[src/rtl/smpc_pad_3wire.sv]
// SMPC controller-port 3-wire responder: answers TH/TR handshakes with ID, size and a latched JOY snapshot.
// Optional `PAD_TIMEOUT_EN` adds a WAIT timeout counter and an ABORT state.
module smpc_pad_3wire #(
    parameter logic [3:0] PAD_ID     = 4'h0,
    parameter int         DATA_BYTES = 2,
    parameter int         ACK_DLY    = 8,
    parameter int         TIMEOUT    = 40000
) (
    input  logic                      CLK,
    input  logic                      RST,
    input  logic                      CE,
    input  logic [6:0]                PI,
    output logic [6:0]                PO,
    input  logic [8*DATA_BYTES-1:0]   JOY,
    output logic                      FRAME_DONE
);

    localparam int         N_NIB    = 2 + 2 * DATA_BYTES;
    localparam logic [5:0] LAST_IDX = 6'(N_NIB - 1);
    localparam logic [5:0] SAT_IDX  = 6'(N_NIB);
    localparam logic [7:0] DLY_LOAD = 8'(ACK_DLY);
    localparam logic [3:0] SIZE_NIB = 4'(DATA_BYTES);

`ifdef PAD_TIMEOUT_EN
    typedef enum logic [2:0] {ST_IDLE, ST_RESP, ST_ACK, ST_WAIT, ST_ABORT} state_t;
    // The ACK cycle itself counts toward the timeout, hence the minus one.
    localparam logic [31:0] TMO_LOAD = 32'(TIMEOUT - 1);
    logic [31:0] tmo_reg, tmo_next;
`else
    typedef enum logic [1:0] {ST_IDLE, ST_RESP, ST_ACK, ST_WAIT} state_t;
    localparam logic [31:0] TMO_CFG = 32'(TIMEOUT);
    logic unused_timeout;
    assign unused_timeout = ^TMO_CFG;
`endif

    state_t                   state_reg, state_next;
    logic [5:0]               idx_reg, idx_next;
    logic [7:0]               dly_reg, dly_next;
    logic [8*DATA_BYTES-1:0]  snap_reg, snap_next;
    logic [3:0]               nib_reg, nib_next;
    logic                     tl_reg, tl_next;
    logic                     done_reg, done_next;
    logic                     th_old_reg, tr_old_reg;
    logic                     th_edge, tr_edge;
    logic                     unused_pi;
    logic [3:0]               frame_nib [0:63];

    assign unused_pi = ^PI[4:0];
    assign th_edge   = PI[6] ^ th_old_reg;
    assign tr_edge   = PI[5] ^ tr_old_reg;

    // Every possible index maps to a nibble; positions past the frame read as filler.
    generate
        for (genvar gi = 0; gi < 64; gi++) begin : g_nib
            if (gi == 0) begin : g_id
                assign frame_nib[gi] = PAD_ID;
            end else if (gi == 1) begin : g_size
                assign frame_nib[gi] = SIZE_NIB;
            end else if (gi < N_NIB) begin : g_payload
                assign frame_nib[gi] = snap_reg[8*DATA_BYTES-1-4*(gi-2) -: 4];
            end else begin : g_fill
                assign frame_nib[gi] = 4'h0;
            end
        end
    endgenerate

    always_comb begin
        state_next = state_reg;
        idx_next   = idx_reg;
        dly_next   = dly_reg;
        snap_next  = snap_reg;
        nib_next   = nib_reg;
        tl_next    = tl_reg;
        done_next  = 1'b0;
`ifdef PAD_TIMEOUT_EN
        tmo_next   = tmo_reg;
`endif
        // Any TH movement outside IDLE ends the frame and wins over a TR edge.
        if (state_reg != ST_IDLE && th_edge) begin
            state_next = ST_IDLE;
            idx_next   = 6'd0;
            dly_next   = 8'd0;
            nib_next   = 4'hF;
            tl_next    = 1'b1;
        end else begin
            case (state_reg)
                ST_IDLE: begin
                    if (th_edge && !PI[6]) begin
                        snap_next  = JOY;
                        idx_next   = 6'd0;
                        dly_next   = DLY_LOAD;
                        state_next = ST_RESP;
                    end
                end
                ST_RESP: begin
                    if (dly_reg <= 8'd1) begin
                        dly_next   = 8'd0;
                        nib_next   = frame_nib[idx_reg];
                        state_next = ST_ACK;
                    end else begin
                        dly_next = dly_reg - 8'd1;
                    end
                end
                ST_ACK: begin
                    tl_next   = ~tl_reg;
                    done_next = (idx_reg == LAST_IDX);
                    if (idx_reg != SAT_IDX) begin
                        idx_next = idx_reg + 6'd1;
                    end
`ifdef PAD_TIMEOUT_EN
                    tmo_next = TMO_LOAD;
`endif
                    state_next = ST_WAIT;
                end
                ST_WAIT: begin
                    if (tr_edge) begin
                        dly_next   = DLY_LOAD;
                        state_next = ST_RESP;
                    end
`ifdef PAD_TIMEOUT_EN
                    else if (tmo_reg <= 32'd1) begin
                        tmo_next   = 32'd0;
                        nib_next   = 4'hF;
                        tl_next    = 1'b1;
                        state_next = ST_ABORT;
                    end else begin
                        tmo_next = tmo_reg - 32'd1;
                    end
                end
                ST_ABORT: begin
                    state_next = ST_ABORT;
`endif
                end
                default: state_next = ST_IDLE;
            endcase
        end
    end

    always_ff @(posedge CLK) begin
        if (RST) begin
            state_reg  <= ST_IDLE;
            idx_reg    <= 6'd0;
            dly_reg    <= 8'd0;
            snap_reg   <= '0;
            nib_reg    <= 4'hF;
            tl_reg     <= 1'b1;
            done_reg   <= 1'b0;
            th_old_reg <= 1'b1;
            tr_old_reg <= 1'b1;
`ifdef PAD_TIMEOUT_EN
            tmo_reg    <= 32'd0;
`endif
        end else if (CE) begin
            state_reg  <= state_next;
            idx_reg    <= idx_next;
            dly_reg    <= dly_next;
            snap_reg   <= snap_next;
            nib_reg    <= nib_next;
            tl_reg     <= tl_next;
            done_reg   <= done_next;
            th_old_reg <= PI[6];
            tr_old_reg <= PI[5];
`ifdef PAD_TIMEOUT_EN
            tmo_reg    <= tmo_next;
`endif
        end
    end

    assign PO         = {2'b11, tl_reg, nib_reg};
    assign FRAME_DONE = done_reg;

endmodule

[config.mk]
export PLATFORM = sky130hd
export DESIGN_NAME = smpc_pad_3wire
export DESIGN_NICKNAME = d
export VERILOG_FILES = /design/src/rtl/smpc_pad_3wire.sv
export SDC_FILE = /design/constraint.sdc
export NUM_CORES = 1
export LEC_CHECK = 0
export BUFFER_PORTS_ARGS = -buffer_cell sky130_fd_sc_hd__buf_2
export CAP_MARGIN = 40
export CORE_MARGIN = 2
export CORE_UTILIZATION = 35
export CTS_BUF_LIST = sky130_fd_sc_hd__clkbuf_2 sky130_fd_sc_hd__clkbuf_4 sky130_fd_sc_hd__clkbuf_8
export CTS_CLUSTER_DIAMETER = 80
export CTS_CLUSTER_SIZE = 16
export DETAILED_ROUTE_END_ITERATION = 6
export GPL_TIMING_DRIVEN = 0
export PLACE_DENSITY = 0.51
export SETUP_SLACK_MARGIN = 0.15
export SYNTH_ARGS = -nofsm -noshare
export SYNTH_HDL_FRONTEND = slang
export SYNTH_SLANG_ARGS = --single-unit
[constraint.sdc]
create_clock -name CLK -period 4.01 [get_ports CLK]
set_clock_uncertainty 0.05 [all_clocks]
set_input_delay 0.6015 -clock CLK [delete_from_list [all_inputs] [get_ports CLK]]
set_output_delay 0.6015 -clock CLK [all_outputs]
set_load 0.01 [all_outputs]
==> run_results.csv, run 1 <==
group,metric,value,unit
status,status,"completed",
logic_synthesis,synth_area_leaders,"dfxtp_1 (37%), nand2_1 (7.8%), ha_1 (5.8%)",
logic_synthesis,syn_area,0.00217,sq mm
clock_tree,cts_hold_buffers,0,
floorplanning,start_util,36.5,%
routing,wl,5320,um
cells_and_area,fin_nets,330,
floorplanning,die_y,82.8,um
floorplanning,num_rows,28,
routing,antenna_left,0,
floorplanning,core_area,0.00596,sq mm
clock_tree,cts_tree,"yes",
routing,wl_per_cell,14.4,um
floorplanning,die_width,82.8,um
clock_tree,worstSkewPairLatency,0.29,ns
logic_synthesis,avgSynthCellArea,8.33,sq um
global_routing,grt_max_degree,13,
clock_tree,htreeDepth,2,
logic_synthesis,synthMuxAreaShare,4.03,%
floorplanning,num_io_pins,34,
clock_tree,cts_root_buf,"clkbuf_8",
power,combPwrFrac,18.4,%
logic_synthesis,ys.flop_type,"dfxtp_1",
power,p_sw_share,29.5,%
logic_synthesis,ys_types,53,
power,internal_power,0.598,mW
place,hpwl,3820,um
cells_and_area,drive_above_1_share,19.4,%
timing,maxSlewHeadroom,58.7,%
routing,drt_iter0_drc,96,
place,gp_congestion,0.794,
run,cap_violations,0,
logic_synthesis,synth_top_cell_by_area,"dfxtp_1",
logic_synthesis,synth_compound_area_share,22.2,%
setup_path,path_max_fanout,9,
logic_synthesis,synth_edf_count,0,
setup_path,crit_type,"flip-flop to flip-flop",
global_routing,grt_pass1_wl,8850,um
power,power.net_switching,0.250,mW
routing,drt_pass1_iterations,4,
cells_and_area,seq_area,801,sq um
logic_synthesis,ys_async_sr_fraction,0,%
global_routing,grt_usage,15.5,%
routing,dr.max_layer_used,"met4",
clock_tree,cts_resized,0,
setup_path,reg2reg_from,"state_reg[1]$_SDFFE_PP0P_",
logic_synthesis,synth_top_family_by_area,"simple AND/OR/NAND/NOR gates",
global_routing,antenna_found_initial,0,
timing,finalSetupTns,0,ns
setup_path,r2r_slack,1.94,ns
min_path,hold_path_class,"flip-flop to flip-flop",
power,power.density,342,mW/mm^2
cells_and_area,final_common_cell,"nand2_1",
logic_synthesis,synth-xor-area-share,0.403,%
setup_path,rr_worst_depth,6,
place,port_buffers,25,
routing,vias,1975,
routing,drc,0,
clock_tree,cts.sinks,40,
logic_synthesis,yosysWarnings,0,
clock_tree,cts_setup_buffers,0,
setup_path,timing.rr.end,"dly_reg[6]$_SDFFE_PP0P_",
global_routing,grt_overflow,0,
setup_path,required,4.12,ns
logic_synthesis,synth-seq-cells,40,
timing,fin_crit,2.07,ns
routing,wl_met1,2640,um
setup_path,cp-end-kind,"flip-flop",
min_path,holdPathStages,2,
cells_and_area,synthToLayoutAreaGrowth,14.0,%
timing,timing.final.crit_share,51.7,%
timing,worst_pin_slew,0.616,ns
timing,grt_setup_unrepaired,"false",
logic_synthesis,synthCells,261,
power,power.leakage,0.964,nW
logic_synthesis,synth_top_area_share,36.8,%
cells_and_area,n_antenna_cell,0,
logic_synthesis,synthSimpleGateAreaFrac,24.3,%
logic_synthesis,yosysSeqAreaShare,36.8,%
routing,wl_met3,235,um
power,ir_drop,0.162,mV
logic_synthesis,synthAdderAreaFrac,5.76,%
cells_and_area,mostFrequentLayoutCells,"nand2_1 (45), dfxtp_1 (40), buf_2 (30)",
timing,setup_viol,0,
place,placed_cell_area,0.00240,sq mm
cells_and_area,largest_register_ffs,16,
min_path,hold_path_end,"snap_reg[8]$_SDFFE_PP0P_",
cells_and_area,postLayoutCellArea,0.00248,sq mm
cells_and_area,nFillCells,620,
timing,finalHoldViolations,0,
clock_tree,clk_pin_slew,0.08,ns
global_routing,grt_pass1_vias,1908,
timing,slew_violations,0,
timing,fmax,0.483,GHz
cells_and_area,multiInputGateArea,0.00124,sq mm
routing,vias_per_cell,5.35,
setup_path,cp-start-kind,"flip-flop",
setup_path,cp.arrival,2.19,ns
clock_tree,cts_buffers,5,
min_path,worstHoldStart,"snap_reg[8]$_SDFFE_PP0P_",
power,p_clk_share,30.9,%
power,sequentialPowerShare,50.7,%
routing,wl_met2,2380,um
clock_tree,clock_path_buffers,2,
floorplanning,dieArea,0.00686,sq mm
worst max-delay path by stage:
stage / from / to / slack, ns / cells past startpoint
6_report: state_reg[1]$_SDFFE_PP0P_ / dly_reg[6]$_SDFFE_PP0P_ / 1.94 / 6
5_1_grt: state_reg[0]$_SDFFE_PP0P_ / idx_reg[5]$_SDFFE_PP0P_ / 1.78 / 6
4_1_cts: state_reg[1]$_SDFFE_PP0P_ / dly_reg[6]$_SDFFE_PP0P_ / 1.95 / 6
3_5_place_dp: PI[6] / state_reg[1]$_SDFFE_PP0P_ / 1.68 / 8
3_3_place_gp: PI[6] / state_reg[1]$_SDFFE_PP0P_ / 1.67 / 8
2_1_floorplan: PI[6] / idx_reg[1]$_SDFFE_PP0P_ / 1.89 / 6
cells by family after synthesis:
group | count (synthesis)
simple gates | 98
mux | 8
compound gates | 71
buf+inv | 32
flops | 40
fa+ha+maj | 10
other cells | 1
xor+xnor | 1
synth_stat cells, types with 2 or more instances:
cell      count
o21ai_1       3
nor3_1        3
nor2_1       11
a21oi_1      22
mux2_2        6
nand4_1       4
or4_1         2
o31ai_1       2
dfxtp_1      40
o22a_1        4
nand3_2       2
mux2i_1       2
o21a_1        4
a22oi_1       3
inv_1        15
clkbuf_1      8
a311oi_1      2
and3_1        4
nand3b_1      3
buf_4         3
o32ai_1       5
or4b_1        2
nand2_1      45
ha_1         10
a31oi_1       6
a211oi_1      8
o21ai_0       4
buf_2         5
nand2b_1      3
nand3_1       7
worst max-delay path, stage by stage, from the launching register on:
cell and delay (ns):
dfxtp_1 0.44, inv_1 0.09, ha_1 0.29, or4b_1 0.56, and3_1 0.26, nand3_2 0.15, o32ai_1 0.10
area by class of cell:
| cell class | count | share of cell area (%) |
|---|---|---|
| Inverter | 16 | 2.42 |
| Buffer | 16 | 3.13 |
| Timing Repair Buffer | 25 | 5.05 |
| Tap cell | 75 | 3.79 |
| Clock buffer | 5 | 2.78 |
| Clock inverter | 2 | 0.505 |
| Sequential cell | 40 | 32.3 |
| Multi-Input combinational cell | 190 | 50.0 |
per-layer routing:
| metal | GRT usage (%) | vias to the layer above |
|---|---|---|
| met5 | 0 | - |
| met4 | 5.51 | 0 |
| met3 | 3.48 | 7 |
| met2 | 25.1 | 51 |
| met1 | 20.3 | 914 |
| li1 | - | 1003 |
stage by stage:
step	setup slack, ns	hold WS (ns)	util [%]	std cells	total power, mW
3_3_place_gp	1.67	0.390	40.2	362	0.592
4_1_cts	1.95	0.409	41.6	369	0.861
3_5_place_dp	1.68	0.397	40.2	362	0.593
5_1_grt	1.78	0.436	41.6	369	0.898
6_report	1.94	0.408	41.6	369	0.848
2_1_floorplan	1.89	0.383	-	262	0.548
power by group through the flow:
stage	sequential (mW)	combinational, mW	clock (mW)
2_1_floorplan	0.437	0.111	0
3_3_place_gp	0.439	0.154	0
3_5_place_dp	0.439	0.154	0
4_1_cts	0.430	0.155	0.276
5_1_grt	0.432	0.175	0.290
6_report	0.430	0.156	0.262
No activity file was read; power rests on OpenSTA's default activity.
==> run 2, diff against run 1 <==
Settings changed: ABC_AREA set to 1, PLACE_DENSITY 0.51 to 0.53.
Clock period 4.01 ns to 1.9 ns, I/O delays scaled along.
==> run 2 against run 1 <==
Clock power increased by 140%. Die area decreased by 3.6%. Highest routed layer unchanged. Synthesized cell count increased by 15%. Global-route usage increased by 0.12 points. Worst setup slack got worse by 1.7 ns. First-iteration DRC count decreased by 34%. Area after synthesis decreased by 3.8%. Largest power group unchanged. Sequential power increased by 130%. Cell count increased by 12%.
==> run_results.csv, run 2 <==
group,metric,value,unit
status,status,"completed",
floorplanning,num_io_pins,34,
min_path,hold_path_class,"input port to flip-flop",
global_routing,grt_pass1_vias,1738,
power,p_sw_share,34.6,%
setup_path,timing.rr.end,"dly_reg[6]$_SDFFE_PP0P_",
cells_and_area,drive_above_1_share,22.1,%
setup_path,required,2.03,ns
logic_synthesis,avgSynthCellArea,6.99,sq um
power,ir_drop,0.373,mV
clock_tree,cts_buffers,5,
place,gp_congestion,0.790,
logic_synthesis,ys_async_sr_fraction,0,%
routing,drc,0,
cells_and_area,synthToLayoutAreaGrowth,20.9,%
logic_synthesis,yosysMostFrequentCell,"nand2_1",
power,internal_power,1.54,mW
routing,drt_pass1_iterations,6,
logic_synthesis,synth_edf_count,0,
timing,finalHoldViolations,0,
place,hpwl,3500,um
setup_path,crit_type,"flip-flop to flip-flop",
clock_tree,cts_hold_buffers,0,
logic_synthesis,yosysWarnings,0,
logic_synthesis,yosysSeqAreaShare,38.3,%
logic_synthesis,ys_types,31,
floorplanning,dieArea,0.00661,sq mm
clock_tree,worstSkewPairLatency,0.29,ns
clock_tree,clock_path_buffers,2,
clock_tree,cts_root_buf,"clkbuf_8",
floorplanning,core_area,0.00585,sq mm
power,power.density,931,mW/mm^2
cells_and_area,fin_nets,375,
floorplanning,die_width,81.3,um
power,sequentialPowerShare,42.6,%
logic_synthesis,synth_compound_area_share,20.1,%
clock_tree,cts.sinks,40,
floorplanning,num_rows,28,
logic_synthesis,ys.flop_type,"dfxtp_1",
timing,setup_viol,0,
setup_path,path_max_fanout,6,
logic_synthesis,synth-seq-cells,40,
logic_synthesis,synth_top_area_share,38.3,%
clock_tree,cts_tree,"yes",
timing,slew_violations,0,
setup_path,r2r_slack,0.27,ns
routing,vias,1912,
timing,timing.final.crit_share,85.9,%
global_routing,grt_max_degree,12,
floorplanning,start_util,35.7,%
run,cap_violations,0,
timing,fin_crit,1.63,ns
setup_path,cp.arrival,1.76,ns
setup_path,reg2reg_from,"state_reg[0]$_SDFFE_PP0P_",
timing,timing.hold.ws,0.175,ns
logic_synthesis,synthSimpleGateAreaFrac,23.2,%
routing,antenna_left,0,
logic_synthesis,syn_area,0.00209,sq mm
clock_tree,clk_pin_slew,0.08,ns
setup_path,cp-end-kind,"flip-flop",
logic_synthesis,synth-xor-area-share,0.838,%
logic_synthesis,synth_top_family_by_area,"simple AND/OR/NAND/NOR gates",
cells_and_area,largest_register_ffs,16,
routing,wl_per_cell,11.5,um
power,combPwrFrac,30.9,%
power,power.net_switching,0.815,mW
cells_and_area,nFillCells,602,
logic_synthesis,synthAdderAreaFrac,5.98,%
global_routing,antenna_found_initial,0,
setup_path,cp-startpoint,"state_reg[0]$_SDFFE_PP0P_",
global_routing,grt_overflow,0,
cells_and_area,mostFrequentLayoutCells,"nand2_1 (53), inv_1 (42), a21oi_1 (39)",
setup_path,cp-start-kind,"flip-flop",
routing,wl,4790,um
setup_path,crit_path_end,"dly_reg[6]$_SDFFE_PP0P_",
power,power.leakage,1.09,nW
logic_synthesis,synthTopCellsByCount,"nand2_1 (54), inv_1 (44), dfxtp_1 (40), a21oi_1 (39), o21ai_0 (30)",
global_routing,grt_usage,15.6,%
logic_synthesis,synthMuxAreaShare,0,%
power,p_clk_share,26.6,%
place,port_buffers,26,
cells_and_area,postLayoutCellArea,0.00253,sq mm
floorplanning,die_y,81.3,um
place,placed_cell_area,0.00232,sq mm
routing,drt_iter0_drc,63,
logic_synthesis,synthCells,299,
logic_synthesis,synth_top_cell_by_area,"dfxtp_1",
clock_tree,htreeDepth,2,
timing,fmax,0.613,GHz
cells_and_area,n_antenna_cell,0,
timing,grt_setup_unrepaired,"true",
setup_path,rr_worst_depth,10,
routing,vias_per_cell,4.61,
cells_and_area,final_common_cell,"nand2_1",
global_routing,grt_pass1_wl,8020,um
logic_synthesis,synth_area_leaders,"dfxtp_1 (38%), nand2_1 (9.7%), a21oi_1 (9.3%)",
[run 2: cell types whose count changed in the layout (fill, tap and decap cells not counted), moves of 6 or more]
cell,change
o21ai_0,+26
a31oi_1,-6
a211oi_1,-8
mux2_2,-6
nand2_1,+8
a21oi_1,+17
nor2_1,+9
nand3_1,+7
inv_1,+27
[run 2: critical path, stage by stage (launching register included)]
cell and delay [ns]:
dfxtp_2 0.37, inv_1 0.09, ha_4 0.19, nor2_4 0.14, nor2_1 0.08, nand2_2 0.12, nand3_4 0.15, inv_6 0.11
nand2_2 0.05, nand2_2 0.12, a21oi_1 0.06
[run 2: per-stage QoR]
step | utilization [%] | total power [mW] | cells | setup TNS [ns] | worst slack [ns]
finish | 43.2 | 2.35 | 415 | 0 | 0.268
global route | 43.2 | 2.54 | 415 | 0 | 0.143
CTS | 41.9 | 2.33 | 412 | 0 | 0.189
detailed placement | 39.6 | 1.66 | 401 | -0.229 | -0.0463
global placement | 39.6 | 1.66 | 401 | -0.123 | -0.0355
floorplan | - | 1.50 | 300 | 0 | 0.320
[run 2: routing by layer]
metal	routed length (um)	track usage [%]
met1	2320	19.9
met2	2230	26.1
met3	168	3.78
met4	61	4.58
met5	0	0
[run 2: kinds of logic after synthesis]
family	after synthesis
adder cells (fa/ha/maj)	10
buffers and inverters	59
flip-flops	40
XOR/XNOR	2
AO/OA/AOI/OAI	79
other	1
AND/OR/NAND/NOR	108
[run 2: power groups by stage]
stage               Combinational [mW]  Sequential [mW]  Clock [mW]
global placement                 0.644             1.02           0
detailed placement               0.646             1.02           0
finish                           0.727             1.00       0.625
floorplan                        0.492             1.01           0
CTS                              0.676             1.00       0.651
global route                     0.842             1.02       0.683
[run 2: how the worst min path moves through the flow]
stage	start	endpoint	slack (ns)	cells after the start
finish	PI[5]	tr_old_reg$_SDFFE_PP1P_	0.17	3
global route	PI[5]	tr_old_reg$_SDFFE_PP1P_	0.20	3
CTS	PI[5]	tr_old_reg$_SDFFE_PP1P_	0.16	3
detailed placement	snap_reg[6]$_SDFFE_PP0P_	snap_reg[6]$_SDFFE_PP0P_	0.38	2
global placement	snap_reg[4]$_SDFFE_PP0P_	snap_reg[4]$_SDFFE_PP0P_	0.38	2
floorplan	RST	FRAME_DONE$_SDFFE_PP0P_	0.30	1
[run 2: cell type report]
cell class | instances | area [sq um] | area share [%]
Buffer | 10 | 56.3 | 2.23
Clock buffer | 8 | 97.6 | 3.86
Inverter | 49 | 189 | 7.48
Multi-Input combinational cell | 202 | 1120 | 44.4
Sequential cell | 40 | 805 | 31.8
Tap cell | 75 | 93.8 | 3.71
Timing Repair Buffer | 30 | 160 | 6.34
Timing Repair inverter | 1 | 5.00 | 0.198
[run 2: repair_timing]
item | 4_1_cts | 5_1_grt
buffers inserted | 3 | 1
cloned | 0 | 2
gates resized for setup | 5 | 16
setup endpoints to repair | 20 | 28
pin swaps | 1 | 3
==> run 3, diff against run 2 <==
Settings changed: PLACE_DENSITY 0.53 to 0.62.
==> run 3 against run 2 <==
Global-route usage down 0.54 points. Final area up 0.64%. First-iteration DRC count up 7.9%. Maximum frequency down 2.7%. Die area unchanged.
==> run_results.csv, run 3 (synthesis results as in run 2) <==
group,metric,value,unit
status,status,"completed",
global_routing,grt_pass1_wl,7740,um
routing,antenna_left,0,
timing,timing.hold.ws,0.183,ns
timing,timing.final.crit_share,88.3,%
timing,fin_crit,1.68,ns
routing,drt_iter0_drc,68,
setup_path,cp-end-kind,"flip-flop",
setup_path,cp-startpoint,"state_reg[1]$_SDFFE_PP0P_",
setup_path,required,2.09,ns
timing,grt_setup_unrepaired,"true",
routing,drc,0,
timing,slew_violations,0,
place,placed_cells,401,
clock_tree,clock_path_buffers,2,
routing,wl_met3,165,um
routing,drt_pass1_iterations,4,
cells_and_area,postLayoutCellArea,0.00254,sq mm
setup_path,reg2reg_from,"state_reg[1]$_SDFFE_PP0P_",
routing,wl_met1,2290,um
floorplanning,start_util,35.7,%
power,sequentialPowerShare,41.2,%
clock_tree,htreeDepth,2,
power,ir_drop,0.534,mV
setup_path,rr_worst_depth,10,
cells_and_area,synthToLayoutAreaGrowth,21.7,%
global_routing,grt_pass1_vias,1783,
cells_and_area,nFillCells,599,
global_routing,grt_max_degree,13,
power,power.density,956,mW/mm^2
timing,fmax,0.596,GHz
floorplanning,die_width,81.3,um
place,gp_congestion,0.814,
cells_and_area,mostFrequentLayoutCells,"nand2_1 (54), inv_1 (44), a21oi_1 (39)",
floorplanning,num_io_pins,34,
setup_path,crit_path_end,"dly_reg[2]$_SDFFE_PP0P_",
timing,finalSetupTns,0,ns
floorplanning,num_rows,28,
routing,vias,1890,
power,internal_power,1.63,mW
setup_path,cp.arrival,1.87,ns
power,p_sw_share,33.1,%
clock_tree,cts_root_buf,"clkbuf_8",
clock_tree,clk_pin_slew,0.08,ns
place,placed_cell_area,0.00232,sq mm
cells_and_area,final_common_cell,"nand2_1",
timing,setup_viol,0,
cells_and_area,largest_register_ffs,16,
timing,finalHoldViolations,0,
routing,dr.max_layer_used,"met4",
cells_and_area,drive_above_1_share,20.8,%
cells_and_area,n_antenna_cell,0,
power,power.net_switching,0.805,mW
setup_path,path_max_fanout,7,
clock_tree,cts_hold_buffers,0,
clock_tree,cts_tree,"yes",
cells_and_area,fin_util,43.5,%
place,dp_slack,-0.0165,ns
cells_and_area,fin_nets,376,
routing,wl,4550,um
cells_and_area,final_cell_count_no_fill,416,
place,port_buffers,26,
floorplanning,dieArea,0.00661,sq mm
power,finalPower,2.43,mW
power,combPwrFrac,29.8,%
setup_path,timing.rr.end,"dly_reg[2]$_SDFFE_PP0P_",
min_path,hold_path_class,"input port to flip-flop",
floorplanning,die_y,81.3,um
global_routing,grt_usage,15.1,%
global_routing,grt_overflow,0,
routing,wl_per_cell,10.9,um
routing,vias_per_cell,4.54,
power,p_clk_share,29.0,%
setup_path,cp-start-kind,"flip-flop",
floorplanning,core_area,0.00585,sq mm
setup_path,crit_type,"flip-flop to flip-flop",
timing,setup_slack,0.222,ns
power,power.leakage,1.10,nW
setup_path,r2r_slack,0.22,ns
clock_tree,cts.sinks,40,
place,hpwl,3380,um
run,cap_violations,0,
global_routing,antenna_found_initial,0,
clock_tree,cts_buffers,5,
routing,wl_met2,2010,um
clock_tree,worstSkewPairLatency,0.29,ns
[run 3: worst min path at each step]
| stage | cells after the start | slack [ns] | from | to |
|---|---|---|---|---|
| floorplan | 1 | 0.30 | RST | FRAME_DONE$_SDFFE_PP0P_ |
| global placement | 2 | 0.38 | snap_reg[7]$_SDFFE_PP0P_ | snap_reg[7]$_SDFFE_PP0P_ |
| detailed placement | 2 | 0.39 | snap_reg[7]$_SDFFE_PP0P_ | snap_reg[7]$_SDFFE_PP0P_ |
| CTS | 3 | 0.17 | PI[5] | tr_old_reg$_SDFFE_PP1P_ |
| global route | 3 | 0.20 | PI[5] | tr_old_reg$_SDFFE_PP1P_ |
| finish | 3 | 0.18 | PI[5] | tr_old_reg$_SDFFE_PP1P_ |
[run 3: per-layer routing]
| layer | vias to the layer above | GRT usage, % |
|---|---|---|
| met2 | 31 | 24.5 |
| met5 | - | 0 |
| met1 | 812 | 19.2 |
| met4 | 0 | 5.93 |
| met3 | 9 | 3.67 |
| li1 | 1038 | - |
[run 3: area by class of cell]
class	count	area (sq um)	share of cell area, %
buffer	10	52.6	2.07
clock buffer	6	76.3	3.00
clock inverter	2	35.0	1.38
inverter	49	189	7.43
multi-input combinational	201	1110	43.6
sequential	40	806	31.7
tap	75	93.8	3.69
timing repair buffer	33	183	7.18
[run 3: worst max-delay path, cell delays in order (launching register included)]
cell and delay [ns]:
dfxtp_2 0.36, inv_1 0.10, ha_4 0.19, nor2_4 0.13, nor2_1 0.08, nand2_1 0.11, nand3_4 0.15, buf_4 0.18
o21bai_1 0.12, nand2_1 0.07, nor2_1 0.07
[run 3: timing repair]
item,in CTS,in global routing
endpoints found under the setup margin,20,28
pin swaps,1,1
gates resized for setup,4,10
buffers inserted,2,5
[run 3: power groups by stage]
stage          Clock (mW)  Sequential, mW  Combinational, mW
6_report            0.704            1.00              0.725
5_1_grt             0.757            1.01              0.836
4_1_cts             0.724            1.00              0.662
2_1_floorplan           0            1.01              0.492
3_5_place_dp            0            1.02              0.641
3_3_place_gp            0            1.02              0.634
